### src/rtl/cpu_pkg.sv
// Shared encodings for the multi-cycle RV32I control unit: opcodes, ALU codes,
// FSM states and regfile write-data mux selects.
package cpu_pkg;

  localparam logic [6:0] OPCODE_R     = 7'b0110011;
  localparam logic [6:0] OPCODE_I     = 7'b0010011;
  localparam logic [6:0] OPCODE_LUI   = 7'b0110111;
  localparam logic [6:0] OPCODE_AUIPC = 7'b0010111;
  localparam logic [6:0] OPCODE_JAL   = 7'b1101111;
  localparam logic [6:0] OPCODE_JALR  = 7'b1100111;
  localparam logic [6:0] OPCODE_B     = 7'b1100011;
  localparam logic [6:0] OPCODE_S     = 7'b0100011;
  localparam logic [6:0] OPCODE_L     = 7'b0000011;

  typedef enum logic [3:0] {
    ALU_ADD  = 4'd0,
    ALU_SUB  = 4'd1,
    ALU_SLL  = 4'd2,
    ALU_SRL  = 4'd3,
    ALU_SRA  = 4'd4,
    ALU_SLT  = 4'd5,
    ALU_SLTU = 4'd6,
    ALU_XOR  = 4'd7,
    ALU_OR   = 4'd8,
    ALU_AND  = 4'd9
  } alu_op_e;

  typedef enum logic [3:0] {
    FETCH  = 4'd0,
    DECODE = 4'd1,
    R_EXE  = 4'd2,
    I_EXE  = 4'd3,
    LU_EXE = 4'd4,
    AU_EXE = 4'd5,
    J_EXE  = 4'd6,
    JL_EXE = 4'd7,
    B_EXE  = 4'd8,
    S_EXE  = 4'd9,
    S_MEM  = 4'd10,
    L_EXE  = 4'd11,
    L_MEM  = 4'd12,
    L_WB   = 4'd13,
    SKIP   = 4'd14
  } state_e;

  localparam logic [2:0] RFWD_ALU   = 3'd0;
  localparam logic [2:0] RFWD_BUS   = 3'd1;
  localparam logic [2:0] RFWD_IMM   = 3'd2;
  localparam logic [2:0] RFWD_AUIPC = 3'd3;
  localparam logic [2:0] RFWD_PC4   = 3'd4;

endpackage

### src/rtl/multicycle_control_unit_if.sv
// Control bundle between the multi-cycle control unit (master) and the datapath (slave).
// busReady is a completion pulse: the datapath raises it in the cycle the requested
// busWe/busRe access finishes; the control unit holds its strobe until then.
interface multicycle_control_unit_if;
  import cpu_pkg::*;

  logic [31:0] instrCode;
  logic        busReady;
  logic        pcEn;
  logic        irWe;
  logic        regFileWe;
  logic        aluSrcMuxSel;
  logic [3:0]  aluControl;
  logic [2:0]  rfWdSrcMuxSel;
  logic        busWe;
  logic        busRe;
  logic        branch;
  logic        jal;
  logic        jalr;
  state_e      state;

  modport master (
    input  instrCode, busReady,
    output pcEn, irWe, regFileWe, aluSrcMuxSel, aluControl, rfWdSrcMuxSel,
           busWe, busRe, branch, jal, jalr, state
  );

  modport slave (
    output instrCode, busReady,
    input  pcEn, irWe, regFileWe, aluSrcMuxSel, aluControl, rfWdSrcMuxSel,
           busWe, busRe, branch, jal, jalr, state
  );
endinterface

### src/rtl/multicycle_control_unit_alu_decoder.sv
// Maps {bit30, funct3} to an ALU operation; bit30 selects SUB and SRA.
module alu_decoder
  import cpu_pkg::*;
(
  input  logic       bit30,
  input  logic [2:0] funct3,
  output alu_op_e    alu_op
);
  always_comb begin
    alu_op = ALU_ADD;
    case (funct3)
      3'b000:  alu_op = bit30 ? ALU_SUB : ALU_ADD;
      3'b001:  alu_op = ALU_SLL;
      3'b010:  alu_op = ALU_SLT;
      3'b011:  alu_op = ALU_SLTU;
      3'b100:  alu_op = ALU_XOR;
      3'b101:  alu_op = bit30 ? ALU_SRA : ALU_SRL;
      3'b110:  alu_op = ALU_OR;
      default: alu_op = ALU_AND;
    endcase
  end
endmodule

### src/rtl/multicycle_control_unit.sv
// Multi-cycle RV32I sequencer: only the state register is clocked; every
// enable is decoded combinationally from the current state and instruction.
module multicycle_control_unit
  import cpu_pkg::*;
(
  input  logic                           clk,
  input  logic                           reset_n,
  multicycle_control_unit_if.master      bus
);
  state_e     state_q, state_d;
  logic [6:0] opcode;
  logic [2:0] funct3;
  logic       dec_bit30;
  alu_op_e    dec_op;
  logic       unused_bits;

  assign opcode      = bus.instrCode[6:0];
  assign funct3      = bus.instrCode[14:12];
  assign unused_bits = ^{bus.instrCode[31], bus.instrCode[29:15], bus.instrCode[11:7]};

  // Immediate ops only honour bit30 for shifts, so ADDI with imm[10]=1 stays ADD.
  assign dec_bit30 = (state_q == I_EXE) ? (bus.instrCode[30] & (funct3 == 3'b101))
                                        : bus.instrCode[30];

  alu_decoder u_alu_decoder (
    .bit30  (dec_bit30),
    .funct3 (funct3),
    .alu_op (dec_op)
  );

  always_ff @(posedge clk) begin
    if (!reset_n) state_q <= FETCH;
    else          state_q <= state_d;
  end

  always_comb begin
    state_d           = state_q;
    bus.pcEn          = 1'b0;
    bus.irWe          = 1'b0;
    bus.regFileWe     = 1'b0;
    bus.aluSrcMuxSel  = 1'b0;
    bus.aluControl    = ALU_ADD;
    bus.rfWdSrcMuxSel = RFWD_ALU;
    bus.busWe         = 1'b0;
    bus.busRe         = 1'b0;
    bus.branch        = 1'b0;
    bus.jal           = 1'b0;
    bus.jalr          = 1'b0;
    case (state_q)
      FETCH: begin
        bus.irWe = 1'b1;
        state_d  = DECODE;
      end
      DECODE: begin
        case (opcode)
          OPCODE_R:     state_d = R_EXE;
          OPCODE_I:     state_d = I_EXE;
          OPCODE_LUI:   state_d = LU_EXE;
          OPCODE_AUIPC: state_d = AU_EXE;
          OPCODE_JAL:   state_d = J_EXE;
          OPCODE_JALR:  state_d = JL_EXE;
          OPCODE_B:     state_d = B_EXE;
          OPCODE_S:     state_d = S_EXE;
          OPCODE_L:     state_d = L_EXE;
          default:      state_d = SKIP;
        endcase
      end
      R_EXE: begin
        bus.regFileWe  = 1'b1;
        bus.pcEn       = 1'b1;
        bus.aluControl = dec_op;
        state_d        = FETCH;
      end
      I_EXE: begin
        bus.aluSrcMuxSel = 1'b1;
        bus.regFileWe    = 1'b1;
        bus.pcEn         = 1'b1;
        bus.aluControl   = dec_op;
        state_d          = FETCH;
      end
      LU_EXE, AU_EXE: begin
        bus.regFileWe     = 1'b1;
        bus.pcEn          = 1'b1;
        bus.rfWdSrcMuxSel = (state_q == LU_EXE) ? RFWD_IMM : RFWD_AUIPC;
        state_d           = FETCH;
      end
      J_EXE, JL_EXE: begin
        bus.jal           = (state_q == J_EXE);
        bus.jalr          = (state_q == JL_EXE);
        bus.aluSrcMuxSel  = (state_q == JL_EXE);
        bus.regFileWe     = 1'b1;
        bus.pcEn          = 1'b1;
        bus.rfWdSrcMuxSel = RFWD_PC4;
        state_d           = FETCH;
      end
      B_EXE: begin
        bus.branch     = 1'b1;
        bus.pcEn       = 1'b1;
        bus.aluControl = {1'b0, funct3};
        state_d        = FETCH;
      end
      S_EXE, L_EXE: begin
        bus.aluSrcMuxSel = 1'b1;
        state_d          = (state_q == S_EXE) ? S_MEM : L_MEM;
      end
      S_MEM: begin
        bus.busWe = 1'b1;
        // The PC advances in the completion cycle itself; no trailing step for stores.
        if (bus.busReady) begin
          bus.pcEn = 1'b1;
          state_d  = FETCH;
        end
      end
      L_MEM: begin
        bus.busRe = 1'b1;
        if (bus.busReady) state_d = L_WB;
      end
      L_WB: begin
        bus.regFileWe     = 1'b1;
        bus.rfWdSrcMuxSel = RFWD_BUS;
        bus.pcEn          = 1'b1;
        state_d           = FETCH;
      end
      SKIP: begin
        bus.pcEn = 1'b1;
        state_d  = FETCH;
      end
      default: state_d = FETCH;
    endcase
  end

  assign bus.state = state_q;
endmodule

### src/flat_wrapper.sv
// flat-port wrapper written by rule: the top's interface ports become plain ports
module multicycle_control_unit_flat import cpu_pkg::*;
  (clk, reset_n, bus_instrCode, bus_busReady, bus_pcEn, bus_irWe, bus_regFileWe, bus_aluSrcMuxSel, bus_aluControl, bus_rfWdSrcMuxSel, bus_busWe, bus_busRe, bus_branch, bus_jal, bus_jalr, bus_state);
  multicycle_control_unit_if bus_i ();
  input  logic clk;
  input  logic reset_n;
  input wire logic [$bits(bus_i.instrCode)-1:0] bus_instrCode;
  input wire logic [$bits(bus_i.busReady)-1:0] bus_busReady;
  output wire logic [$bits(bus_i.pcEn)-1:0] bus_pcEn;
  output wire logic [$bits(bus_i.irWe)-1:0] bus_irWe;
  output wire logic [$bits(bus_i.regFileWe)-1:0] bus_regFileWe;
  output wire logic [$bits(bus_i.aluSrcMuxSel)-1:0] bus_aluSrcMuxSel;
  output wire logic [$bits(bus_i.aluControl)-1:0] bus_aluControl;
  output wire logic [$bits(bus_i.rfWdSrcMuxSel)-1:0] bus_rfWdSrcMuxSel;
  output wire logic [$bits(bus_i.busWe)-1:0] bus_busWe;
  output wire logic [$bits(bus_i.busRe)-1:0] bus_busRe;
  output wire logic [$bits(bus_i.branch)-1:0] bus_branch;
  output wire logic [$bits(bus_i.jal)-1:0] bus_jal;
  output wire logic [$bits(bus_i.jalr)-1:0] bus_jalr;
  output wire logic [$bits(bus_i.state)-1:0] bus_state;
  assign bus_i.instrCode = bus_instrCode;
  assign bus_i.busReady = bus_busReady;
  assign bus_pcEn = bus_i.pcEn;
  assign bus_irWe = bus_i.irWe;
  assign bus_regFileWe = bus_i.regFileWe;
  assign bus_aluSrcMuxSel = bus_i.aluSrcMuxSel;
  assign bus_aluControl = bus_i.aluControl;
  assign bus_rfWdSrcMuxSel = bus_i.rfWdSrcMuxSel;
  assign bus_busWe = bus_i.busWe;
  assign bus_busRe = bus_i.busRe;
  assign bus_branch = bus_i.branch;
  assign bus_jal = bus_i.jal;
  assign bus_jalr = bus_i.jalr;
  assign bus_state = bus_i.state;
  multicycle_control_unit u_core (.clk(clk), .reset_n(reset_n), .bus(bus_i));
endmodule
### config.mk
export PLATFORM = sky130hd
export DESIGN_NAME = multicycle_control_unit_flat
export DESIGN_NICKNAME = d
export VERILOG_FILES = /design/src/rtl/cpu_pkg.sv /design/src/rtl/multicycle_control_unit_if.sv /design/src/rtl/multicycle_control_unit_alu_decoder.sv /design/src/rtl/multicycle_control_unit.sv /design/src/flat_wrapper.sv
export SDC_FILE = /design/constraint.sdc
export NUM_CORES = 1
export LEC_CHECK = 0
export CAP_MARGIN = 15
export CORE_MARGIN = 2
export CORE_UTILIZATION = 28
export CTS_BUF_LIST = sky130_fd_sc_hd__clkbuf_8
export DETAILED_ROUTE_END_ITERATION = 10
export GPL_TIMING_DRIVEN = 0
export PLACE_DENSITY_LB_ADDON = 0.2
export SLEW_MARGIN = 30
export SYNTH_ARGS = -nofsm -noshare
export SYNTH_HDL_FRONTEND = slang
export SYNTH_SLANG_ARGS = --single-unit
### constraint.sdc
create_clock -name clk -period 1.2 [get_ports clk]
set_input_delay 0.24 -clock clk [delete_from_list [all_inputs] [get_ports clk]]
set_output_delay 0.24 -clock clk [all_outputs]
set_load 0.05 [all_outputs]
== Word level (Yosys, flattened, before mapping) ==
Index checks and enable logic that the tools add are counted.
Storage, ports and cells
  bits in registers: 4
  latch bits: 0
  RAM bits: 0
  memory bits (read-only): 0
  input port bits: 35
  output and inout bits: 20
  word-level logic and storage cells: 65
  memories kept: 0
Cells by class
  add/sub/neg operators: 0
  $mul: 0
  divide/modulo/power cells: 0
  order comparisons: 0
  equal/unequal tests: 31
  shifts and indexed selects: 0
  multiplexer cells: 22
  bitwise gates (word level): 1
  reduce and logical (&&, ||, !) cells: 10
Operators by type and width (count)
  one-hot mux 4 bit (9 select lines): 1
  equality test 4 bit, second input constant: 7
  one-hot mux 4 bit (7 select lines): 1
  equality test 7 x 6 -> 1 bit, second input constant: 3
  equality test 7 bit, second input constant: 3
  one-hot mux 4 bit (5 select lines): 1
  equality test 4 x 3 -> 1 bit, second input constant: 4
  equality test 7 x 5 -> 1 bit, second input constant: 2
  two-way mux 1 bit: 11
  equality test 3 bit, second input constant: 3
  one-hot mux 3 bit (3 select lines): 1
  OR reduction 9 bit: 1
  equality test 4 x 2 -> 1 bit, second input constant: 2
  two-way mux 4 bit: 2
  one-hot mux 4 bit (2 select lines): 1
  OR reduction 2 bit: 4
  equality test 7 x 2 -> 1 bit, second input constant: 1
  OR reduction 7 bit: 1
  equality test 3 x 2 -> 1 bit, second input constant: 2
  two-way mux 3 bit: 2
  equality test 4 x 1 -> 1 bit, second input constant: 1
  zero test 4 bit: 1
  inequality test 2 bit, second input constant: 2
  one-hot mux 1 bit (2 select lines): 2
  other kinds (5): 5

== Logic depth before layout (Yosys ltp) ==
  depth in word-level cells: 6
  mapped depth: 5
  mapped depth without buffers: 4

== Modules after synthesis ==
From an unflattened synthesis, not the netlist that was laid out.
Second synthesis, totals
  cell total of the unflattened synthesis: 84
  area, all modules: 566.8 sq um
By module, submodules not included
  multicycle_control_unit: instances 1, cells each 73, area an instance 488.0 sq um
  alu_decoder: instances 1, cells each 11, area an instance 78.8 sq um

== Worst setup path before layout ==
Ideal clock, no wire load.
  path kind: reg2out
  start point: register u_core.state_q[2] (netlist: u_core.bus.state[2])
  end point: output port bus_pcEn
  arrival time: 2604 ps
  required time: 960 ps
  slack: -1644 ps
  stages on the path, launching flop included: 5
  path buffers: 0
  cell sequence: dfxtp_1 nand2b_1 nor2_1 o22ai_1 a21oi_1
On the way
  longest elaborated chain between the ends: 3
  elaborated cells between the ends (all ways): 12
  those cells by class: eq/ne: 10; mux: 1; reduce/logical: 1
Ends and longest elaborated chain
  from (decl): line multicycle_control_unit.sv:10  | state_e state_q, state_d;
  from (signal assigned): line multicycle_control_unit.sv:33  | else state_q <= state_d;
  equality test 4 bit, or another cell as far along: line multicycle_control_unit.sv:49  | case (state_q)
  OR reduction 9 bit (no line)
  one-hot mux 1 bit (2 select lines) (*): line multicycle_control_unit.sv:49
  to (decl): line flat_wrapper.sv:9  | output wire logic [$bits(bus_i.pcEn)-1:0] bus_pcEn;
Every way passes the cells marked *; elsewhere a longest branch is shown, timed or not.

== Worst setup path in the final report ==
  start point: register u_core.state_q[2] (netlist: u_core.bus.state[2])
  end point: output port bus_aluControl[2]
On the way
  longest elaborated chain between the ends: 5
  elaborated cells between the ends (all ways): 8
  those cells by class: eq/ne: 3; mux: 4; reduce/logical: 1
Ends and longest elaborated chain
  equality test 4 x 2 -> 1 bit: line multicycle_control_unit.sv:22, multicycle_control_unit.sv:49
  two-way mux 1 bit: line multicycle_control_unit.sv:22  | assign dec_bit30 = (state_q == I_EXE) ? (bus.instrCode[30] & (funct3 == 3'b101))
  two-way mux 3 bit: line multicycle_control_unit_alu_decoder.sv:17  | 3'b101: alu_op = bit30 ? ALU_SRA : ALU_SRL;
  one-hot mux 4 bit (7 select lines): line multicycle_control_unit_alu_decoder.sv:11  | case (funct3)
  one-hot mux 4 bit (2 select lines) (*): line multicycle_control_unit.sv:49
  to (decl): line flat_wrapper.sv:13  | output wire logic [$bits(bus_i.aluControl)-1:0] bus_aluControl;
Marks and branches as above.

==> flow_summary.ini <==
[worst_setup_path]
slowest_delay_ns = 0.37
reg2reg_depth = 6
worstSetupPathDepth = 5
worstSetupPathType = reg2out
cp_slowest_cell = dfxtp_4
startpoint = u_core.bus.state[2]
critPathMaxFanout = 7
worstPathRequired_ns = 0.96
path_delay_family = flip-flops
crit_buf_inv = 2
reg2reg_from = u_core.bus.state[3]
start_kind = flip-flop
path_cells = buf_12 -> nor3_4 -> o21ai_2 -> o21ai_4 -> buf_6
worstPathArrival_ns = 1.37
cp-end-kind = primary output

[logic_synthesis]
syn_area_per_cell_um2 = 7.18
yosys_most_used_dff = dfxtp_1
synth-seq-area-share_pct = 13.8
synth_top_area_cell = dfxtp_1
synthTopCellsByArea = dfxtp_1 (14%), nor2_1 (7.1%), a21oi_1 (5.2%)
ys_seq_elements = 4
syn_area_um2 = 582
synth.distinct_cells = 36
yosysWarningCount = 0
synth_edf_count = 0
netlist_instances = 81
async_flop_share_pct = 0
synth_top_area_share_pct = 13.8
syn_nets = 116

[layout]
num_antenna_cells = 0
final_cell_mix = buf_6 (19), buf_4 (18), dlygate4sd2_1 (8), nor2_4 (6)
num-fill-cells = 102
layout_commonest_cell = buf_6
largest_reg_flops = 4
final_core_util_pct = 86.3
drive_gt1_share_pct = 76.4
fin_area_um2 = 1690
finalNetCount = 181
areaGrowthSynthToFinish_pct = 191

[floorplanning]
die_area_um2 = 2460
core_area_um2 = 1960
rows = 16
die_h_um = 49.6
fp.dieW_um = 49.6
io_pins = 55
initial_core_util_pct = 29.7

[place]
port_buffers = 33
dp_hpwl_um = 1470
place_congestion = 0.859
placed_cell_area_um2 = 1190

[timing]
finalWorstPathRequiredPeriod_ns = 1.61
slew_headroom_pct = 67.8
finClkSkew_ns = 0.00186
setup_slack_ns = -0.413
rsz0062_at_grt = yes
drv_slew = 0
setup_viol = 21
worst_slew_pin_slew_ns = 0.485
fin_crit_sh_pct = 134
fmax_mhz = 620
finalHoldViolCount = 0

[routing]
ant_nets = 0
drc = 0
wl_per_cell_um = 17.6
wl_um = 3000
drt-initial-drc-count = 37
routed-via-count = 928
first_pass_iters = 4
vias_per_cell = 5.43

[power]
power.density_nw_per_um2 = 2290
irDropWorstVdd_v = 0.00189
power_mw = 3.88
leakage_nw = 0.671

[cts]
htreeDepth = 1
cts_tree = built
clk_path_buf_depth = 2
clock_latency_ns = 0.22
cts_root_buf = clkbuf_8
clkSinkCount = 4
postCtsHoldBufs = 0
cts_made_buffers = 3
path_clk_slew_ns = 0.03

[global_route]
antenna_found_initial = 0
grt_use_met2_pct = 40.2
track_usage_pct = 21.1
grt_max_degree = 11
met1_usage_pct = 23.8
grt_pass1_vias = 895
grt_use_met3_pct = 2.12
grt_pass1_wl_um = 4080
grt_most_used_layer = met2
overflow = 0

[hold_path]
whs_path_depth = 4
min_from = bus_instrCode[4]
min_path_type = in2reg

[run]
maxCapViolCount = 0

[outcome]
outcome = finished with violations
violations = negative setup slack
[power breakdown]
group	switching [mW]	internal, mW
Combinational	1.80	1.51
Clock	0.0646	0.213
Sequential	0.0973	0.202
[tightest hold or removal path: stages]
cell	delay (ns)
buf_2	0.13
nand2_1	0.06
a21oi_1	0.07
o22ai_2	0.15
[cell families after synthesis]
group	share of synthesized area, %
and+or+nand+nor	43.2
AOI/OAI and AO/OA	31.4
buffers and inverters	8.17
DFF	13.8
xor gates and xnor gates	1.51
muxes	1.94
[cell type report]
type | count | area (um2) | share of cell area, %
timing repair buffer | 60 | 602 | 35.6
tap | 27 | 33.8 | 2.00
buffer | 5 | 105 | 6.21
sequential | 4 | 95.1 | 5.62
inverter | 4 | 20.0 | 1.18
multi-input combinational | 68 | 796 | 47.0
clock buffer | 3 | 41.3 | 2.44
[metal layers]
layer  share of wire, %  vias to the layer above
met5                  0                        -
met4                1.8                        0
met3                5.8                        6
met2                 53                       48
met1                 39                      439
li1                   -                      435
[path summary, 6_finish.rpt]
kind | end | slack, ns
min | u_core.bus.state[3] | 0.48
max reg2reg | u_core.bus.state[0] | -0.32
max | bus_aluControl[2] | -0.41
min reg2reg | u_core.bus.state[1] | 0.67
[Yosys cell counts, types with 2 or more instances]
library cell,n
nor3_1,5
nor3_2,2
dfxtp_1,4
nand2b_1,3
a22o_1,2
a211oi_1,3
o21ai_1,2
o21ai_0,2
inv_1,3
a21oi_1,6
and2_1,2
o22ai_1,3
a2111oi_2,2
nor2_1,11
o22a_1,2
nand2b_4,2
nand2_1,7
buf_2,2
[repair_timing]
| action | CTS | global route |
|---|---|---|
| gates cloned | 1 | 0 |
| endpoints found under the setup margin | 24 | 22 |
| buffers inserted | 18 | 9 |
| gates resized for setup | 174 | 30 |
| pin swaps | 11 | 11 |
[metrics by stage]
stage | hold WS, ns | setup slack (ns) | setup TNS [ns] | std cells
2_1_floorplan | 0.381 | -0.600 | -4.95 | 81
3_3_place_gp | 0.644 | -1.32 | -14.76 | 141
3_5_place_dp | 0.637 | -1.36 | -15.02 | 141
4_1_cts | 0.478 | -0.422 | -5.20 | 163
5_1_grt | 0.510 | -0.455 | -6.37 | 171
6_report | 0.478 | -0.413 | -5.66 | 171
Power figures use the tool's default switching activity.
